### config.mk
export PLATFORM = sky130hd
export DESIGN_NAME = regfile_wr_demux
export DESIGN_NICKNAME = d
export VERILOG_FILES = /design/src/rtl/regfile_wr_demux.sv
export SDC_FILE = /design/constraint.sdc
export NUM_CORES = 1
export LEC_CHECK = 0
export ABC_AREA = 1
export CAP_MARGIN = 20
export CORE_UTILIZATION = 32
export DETAILED_ROUTE_END_ITERATION = 7
export GPL_TIMING_DRIVEN = 0
export RECOVER_POWER = 25
export SKIP_LAST_GASP = 1
export SYNTH_ARGS = -nofsm -noshare
export SYNTH_HDL_FRONTEND = slang
export SYNTH_SLANG_ARGS = --single-unit
export TNS_END_PERCENT = 10
### constraint.sdc
create_clock -name clk -period 8.6 [get_ports clk]
set_clock_uncertainty 0.15 [all_clocks]
set_input_delay 2.58 -clock clk [delete_from_list [all_inputs] [get_ports clk]]
set_output_delay 2.58 -clock clk [all_outputs]
set_load 0.01 [all_outputs]
### src/rtl/regfile_wr_demux.sv
// Register-file write demux: buffers writes in order and issues a registered one-hot reg_we two edges after acceptance, with bypass lookup.
// wr_ready drops when the buffer is full; hold freezes issue. Define REGFILE_ZERO_REG_EN to make register NUM_REGS-1 hardwired zero.
module regfile_wr_demux #(
  parameter int ADDR_W   = 5,
  parameter int DATA_W   = 64,
  parameter int NUM_REGS = 32,
  parameter int DEPTH    = 2
) (
  input  logic                clk,
  input  logic                reset_n,
  input  logic                wr_valid,
  output logic                wr_ready,
  input  logic [ADDR_W-1:0]   wr_addr,
  input  logic [DATA_W-1:0]   wr_data,
  input  logic                hold,
  output logic [NUM_REGS-1:0] reg_we,
  output logic [DATA_W-1:0]   reg_wdata,
  input  logic [ADDR_W-1:0]   rd_addr,
  output logic                byp_hit,
  output logic [DATA_W-1:0]   byp_data,
  output logic                busy
);

`ifdef REGFILE_ZERO_REG_EN
  localparam bit ZERO_EN = 1'b1;
`else
  localparam bit ZERO_EN = 1'b0;
`endif

  localparam int PTR_W = (DEPTH > 1) ? $clog2(DEPTH) : 1;
  localparam int CNT_W = $clog2(DEPTH + 1);
  localparam logic [PTR_W-1:0]  LAST_PTR = PTR_W'(DEPTH - 1);
  localparam logic [CNT_W-1:0]  FULL_CNT = CNT_W'(DEPTH);
  localparam logic [ADDR_W:0]   NREG     = (ADDR_W + 1)'(NUM_REGS);
  localparam logic [ADDR_W-1:0] ZERO_REG = ADDR_W'(NUM_REGS - 1);

  logic [ADDR_W-1:0]   r_buf_addr [DEPTH];
  logic [DATA_W-1:0]   r_buf_data [DEPTH];
  logic [PTR_W-1:0]    r_head;
  logic [PTR_W-1:0]    r_tail;
  logic [CNT_W-1:0]    r_count;

  logic                w_push;
  logic                w_pop;
  logic [NUM_REGS-1:0] w_we_next;
  logic                w_hit;
  logic [DATA_W-1:0]   w_bdata;

  // Addresses past the array, and the zero register when enabled, are never written.
  function automatic logic f_writable(input logic [ADDR_W-1:0] a);
    logic ok;
    ok = ({1'b0, a} < NREG);
    if (ZERO_EN && (a == ZERO_REG)) ok = 1'b0;
    return ok;
  endfunction

  function automatic logic [PTR_W-1:0] f_inc(input logic [PTR_W-1:0] p);
    return (p == LAST_PTR) ? '0 : p + 1'b1;
  endfunction

  assign wr_ready = (r_count < FULL_CNT);
  assign w_push   = wr_valid & wr_ready;
  assign w_pop    = (r_count != '0) & ~hold;
  assign busy     = (r_count != '0) | (|reg_we);

  always_comb begin
    w_we_next = '0;
    for (int j = 0; j < NUM_REGS; j++) begin
      if (f_writable(r_buf_addr[r_head]) && (r_buf_addr[r_head] == ADDR_W'(j)))
        w_we_next[j] = 1'b1;
    end
  end

  // Output stage has lowest priority; buffer entries are scanned oldest first so the youngest match wins.
  always_comb begin
    logic [PTR_W:0] w_sum;
    w_hit   = 1'b0;
    w_bdata = '0;
    w_sum   = '0;
    for (int j = 0; j < NUM_REGS; j++) begin
      if (reg_we[j] && (rd_addr == ADDR_W'(j))) begin
        w_hit   = 1'b1;
        w_bdata = reg_wdata;
      end
    end
    for (int i = 0; i < DEPTH; i++) begin
      w_sum = {1'b0, r_head} + (PTR_W + 1)'(i);
      if (w_sum >= (PTR_W + 1)'(DEPTH)) w_sum = w_sum - (PTR_W + 1)'(DEPTH);
      if ((CNT_W'(i) < r_count) && f_writable(rd_addr) &&
          (r_buf_addr[w_sum[PTR_W-1:0]] == rd_addr)) begin
        w_hit   = 1'b1;
        w_bdata = r_buf_data[w_sum[PTR_W-1:0]];
      end
    end
  end

  assign byp_hit  = w_hit;
  assign byp_data = w_bdata;

  always_ff @(posedge clk or negedge reset_n) begin
    if (!reset_n) begin
      r_head    <= '0;
      r_tail    <= '0;
      r_count   <= '0;
      reg_we    <= '0;
      reg_wdata <= '0;
      for (int i = 0; i < DEPTH; i++) begin
        r_buf_addr[i] <= '0;
        r_buf_data[i] <= '0;
      end
    end else begin
      if (w_push) begin
        r_buf_addr[r_tail] <= wr_addr;
        r_buf_data[r_tail] <= wr_data;
        r_tail             <= f_inc(r_tail);
      end
      if (w_pop) begin
        reg_we    <= w_we_next;
        reg_wdata <= r_buf_data[r_head];
        r_head    <= f_inc(r_head);
      end else begin
        reg_we    <= '0;
      end
      case ({w_push, w_pop})
        2'b10:   r_count <= r_count + 1'b1;
        2'b01:   r_count <= r_count - 1'b1;
        default: r_count <= r_count;
      endcase
    end
  end

endmodule
# Word level (Yosys, flattened, before mapping)
# Index checks and enable logic that the tools add are counted.
dict set report op_classes {
  n_bitwise 8
  reduce_logical 40
  order_cmp 10
  shift 0
  addsub 7
  n_mul 0
  div_mod_pow 0
  n_eq_ne 66
  muxes 130
}
# cell n
set ops {}
lappend ops {{2-to-1 mux 64 bit} 44}
lappend ops {{equality test 5 bit (second input constant)} 32}
lappend ops {{bitwise mux 128 bit} 1}
lappend ops {{equality test 5 x 4 -> 1 bit (second input constant)} 16}
lappend ops {{2-to-1 mux 1 bit} 70}
lappend ops {{demux 64 bit (select 1 bit)} 1}
lappend ops {{2-to-1 mux 5 bit} 10}
lappend ops {{equality test 5 x 3 -> 1 bit (second input constant)} 8}
lappend ops {{logical AND 1 bit} 35}
lappend ops {{2-to-1 mux 32 bit} 1}
lappend ops {{OR reduction 32 bit} 1}
lappend ops {{equality test 5 x 2 -> 1 bit (second input constant)} 4}
lappend ops {{bitwise mux 10 bit} 1}
lappend ops {{equality test 5 x 1 -> 1 bit (second input constant)} 2}
lappend ops {{equality test 5 bit} 2}
lappend ops {{greater-or-equal comparator 2 bit (second input constant)} 5}
lappend ops {{zero test 5 bit} 2}
lappend ops {{inverter 1 -> 2 bit} 4}
lappend ops {{demux 5 bit (select 1 bit)} 1}
lappend ops {{less-than comparator 1 x 2 -> 1 bit (first input constant)} 2}
lappend ops {{case mux 2 bit (2 select lines)} 1}
lappend ops {{nonzero test 2 bit} 2}
lappend ops {{adder 1 bit (second input constant)} 2}
lappend ops {{adder 1 x 1 -> 2 bit (second input constant)} 1}
lappend ops {{11 further kinds} 13}
dict set report word_totals {
  inputBits 78
  mem_count 0
  latchBits 0
  romBits 0
  ramBits 0
  regBits 238
  output_inout_bits 163
  wordCells 270
}

# Logic depth before layout (Yosys ltp)
dict set report logic_depth {
  ltp_word 36
  depth_mapped 14
  depth_no_buf 12
}

# Worst setup path before layout
# Ideal clock, no wire load.
dict set report synth_timing {
  path_type {input port to output port}
  start {input rd_addr[2]}
  end {output byp_data[10]}
  t_arrival_ns 3.971
  setup_slack_ns 1.899
  required_time_ns 5.870
  path_stages 14
  n_path_buf 2
  path_cell_list {buf_4 -> inv_1 -> nor2_1 -> nand3_1 -> nand2_1 -> inv_1 -> nand2_1 -> nor2_1 -> nand2_1 -> nand2_1 -> nand2_2 -> buf_2 -> nand2_1 -> a21oi_1}
}
dict set report synth_between {
  elab_chain_cells 36
  word_cells_on_any_way 102
  classes_between {eq/ne: 33; mux: 34; reduce/logical: 35}
}
# item line_no
set synth_rtl {}
lappend synth_rtl {{from (decl)} 18} ;# input logic [ADDR_W-1:0] rd_addr,
lappend synth_rtl {{zero test 5 bit} 81} ;# if (reg_we[j] && (rd_addr == ADDR_W'(j))) begin
lappend synth_rtl {{logical AND 1 bit} 81}
lappend synth_rtl {{2-to-1 mux 64 bit (32 in series)} 81}
lappend synth_rtl {{2-to-1 mux 64 bit} 89} ;# if ((CNT_W'(i) < r_count) && f_writable(rd_addr) &&
lappend synth_rtl {{2-to-1 mux 64 bit *} 89}
lappend synth_rtl {{to (decl)} 20} ;# output logic [DATA_W-1:0] byp_data,
# Every way passes the cells marked *; elsewhere a longest branch is shown, timed or not.

# Worst setup path after layout
dict set report layout_timing {
  start {input rd_addr[3]}
  end {output byp_data[3]}
}
# The elaborated chain is that of the path after synthesis.

==> metrics <==
status=finished with violations; violated checks=max-capacitance violations, max-slew violations; Cell Area, Placed=15890 µm²; hold path depth=2; slowest CP cell=clkdlybuf4s50_1; Cell Area, Synth=12810 µm²; first-pass GRT wire length=71040 µm; Top FF cell, synth=dfrtp_1; total of max-cap violations=2; worst path arrival time=5.63 ns; Final Max Tran Viols=233; CP Class=input pin to output pin; max incr delay on CP=0.61 ns; vias=12915; cts hold-fix bufs=0; Starting Density=0.3276; RSZ-0062 raised after global routing=false; RD Place Congestion=0.9182; # DRC=0; total grt overflow=0; sequential-to-total area share from yosys stat=0.4650; vias in the first global route=12513; DR WL/cell=16.92 µm; number of port buffers=237; R2R depth=9; FMAX=119.6 MHz; drt total wl=44900 µm; Critical Path Fanout Max=10; nets@finish=2196; setup bufs post-CTS=0; Finished Cell Area=16720 µm²; htree depth=1; CP Capture Type=output pin; # clock sinks=238; crit start category=input pin; Die Width=202.1 µm; Hold Vio Cnt, Final=0; hold crit path type=flop to flop; yosys warns=0; io pins=241; Critical Path RT=5.87 ns; post-synthesis average cell area=6.939 µm²; Tightest Pin Transition=3.011 ns; clk_lat worst skew=0.55 ns; CTS clk-pin slew, worst paths=0.06 ns; 1st-iter DRT viols=961; Root Buffer=clkbuf_16; TritonCTS clock tree=yes; Peak VDD IR=127.5 µV; P&R area growth vs syn=30.56%; fin crit share=0.9719; Final Setup Violations=0; height of the die=202.1 µm; post-DP HPWL=32960 µm; core box area=39100 µm²; layout cell share with drive strength beyond 1=0.04878; first-pass iteration count of the detailed router=5; die area=40830 µm²; Global Route Usage Sum=0.2206; EDFF count, synth=0; synthesis-stage register bit count=238; Mapped Cells=1846; largest net degree at the start of global routing=118; normalized max-slew margin=-1.008; Clock Path Buffers=3; ys async rst share=1.000; Lkg Pwr=0.008165 µW; CTS Buf Count=28; fin crit period=8.359 ns; Place WS=0.1616 ns; Synthesized Nets=1927; Placement Rows=72; vias per inst=4.868; DRT antenna net count=0; PD cells=345.0 nW/µm²; post-route worst setup slack=0.2414 ns; cell repeated most along the worst path=nand2_1; initial antenna violation count=3; crit-path cells=clkdlybuf4s50_1, nor2_1, nand3_1, nand2_1, inv_1, nand2_1, nor2_1, nand2_1, nand2_1, nand2_4, buf_2, nand2_1, a21oi_1, clkdlybuf4s50_1; post-synth cell types=31; # fillers=4043
## worst max-delay path: cells and delay by family
kind | cells | cell delay [ns]
buf+inv | 4 | 1.47
simple gates | 9 | 1.28
compound gates | 1 | 0.29
## flip-flops by register name, indices dropped and copies added, names as in the netlist
signal and count:
r_buf_addr 10, r_buf_data 128, r_count 2, r_head 1, r_tail 1, reg_wdata 64
reg_we 32
## cell usage in the layout (no fill, tap or decap)
master             n
nand2_1          539
o21ai_0          338
nor2_1           263
dfrtp_1          238
clkdlybuf4s50_1  236
inv_1            220
clkbuf_1          72
a21oi_1           64
buf_2             31
clkbuf_16         28
nand3_1           23
buf_4              9
nand4_1            8
nand3b_1           6
buf_6              6
clkbuf_8           6
clkinv_2           5
o21ai_2            4
inv_2              4
xor2_1             4
diode_2            3
nor2_2             3
buf_1              3
ha_1               3
or2_2              2
nor4_1             2
xnor2_1            2
clkbuf_2           2
o21a_1             1
o21ai_1            1
nor2_4             1
a21o_1             1
nand2_4            1
o21bai_1           1
nor3_1             1
and3_1             1
nor4b_1            1
clkinv_8           1
bufinv_16          1
## path summary, 6_finish.rpt
kind / slack [ns] / to / start
min in group asynchronous: 1.80 / reg_we[6] / reset_n
hold reg to reg: 0.33 / r_buf_data[17] / r_buf_data[17]
setup reg to reg: 5.37 / reg_wdata[56] / r_count[1]
hold / removal: 0.33 / r_buf_data[17] / r_buf_data[17]
setup / recovery: 0.24 / byp_data[3] / rd_addr[3]
max in group asynchronous: 3.27 / reg_wdata[41] / reset_n
## cells by family (layout without fill, tap and decap cells)
group / Yosys count / after routing / share of synthesized area
AOI/OAI and AO/OA: 410 / 410 / 0.1620
buffers and inverters: 338 / 624 / 0.1082
DFF: 238 / 238 / 0.4650
and+or+nand+nor: 851 / 851 / 0.2578
other: 0 / 3 / 0
xor gates and xnor gates: 6 / 6 / 0.004103
adders and majority gates: 3 / 3 / 0.002931
## cell type report
cell class                      count  area (µm²)  share of cell area
Antenna cell                        3       7.507           0.0004489
Inverter                          224       840.8             0.05028
Tap cell                          518       648.1             0.03876
Sequential cell                   238        5956              0.3562
Multi-Input combinational cell   1270        5472              0.3272
Buffer                            114       545.5             0.03262
Clock inverter                      7       71.32            0.004265
Clock buffer                       40       805.8             0.04819
Timing Repair Buffer              239        2376              0.1421
## cell usage after synthesis (4+ instances only)
cell type,number,area share
nand3_1,23,0.0090
clkbuf_1,65,0.019
a21oi_1,64,0.025
buf_4,9,0.0053
xor2_1,4,0.0027
buf_6,6,0.0053
inv_1,220,0.064
nor2_1,263,0.077
inv_2,4,0.0012
nand2_1,539,0.16
dfrtp_1,238,0.46
buf_2,31,0.012
nand3b_1,6,0.0035
o21ai_2,4,0.0027
o21ai_0,338,0.13
nand4_1,8,0.0039
## routing by layer
metal  up-vias  global-route usage  routed length [µm]
met4         0             0.08631                1693
met1      6057              0.3047               19840
li1       6281                   -                   -
met5         -                   0                   0
met3        84             0.03483                3235
met2       493              0.3452               20130
## power breakdown
group / internal [µW] / switching (µW)
clock: 674 / 469
combinational: 1030 / 1650
sequential: 1590 / 350
total: 3300 / 2470
## timing repair
item                                   CTS  global route
setup endpoints to repair                0             5
endpoints found under the hold margin    0             0
resized for setup                        0             1
## stage by stage
| step | total power, µW | hold slack, ns | TNS [ns] | utilization | cells |
|---|---|---|---|---|---|
| after floorplan | 3435 | 0.2998 | 0 | - | 1846 |
| after global placement | 4554 | 0.3158 | -1319.19 | 0.4049 | 2601 |
| after detailed placement | 4624 | 0.3234 | 0 | 0.4064 | 2603 |
| after CTS | 5790 | 0.3376 | 0 | 0.4288 | 2650 |
| after global routing | 6241 | 0.3577 | 0 | 0.4277 | 2653 |
| final | 5769 | 0.3343 | 0 | 0.4277 | 2653 |
Power figures use the tool's default switching activity.
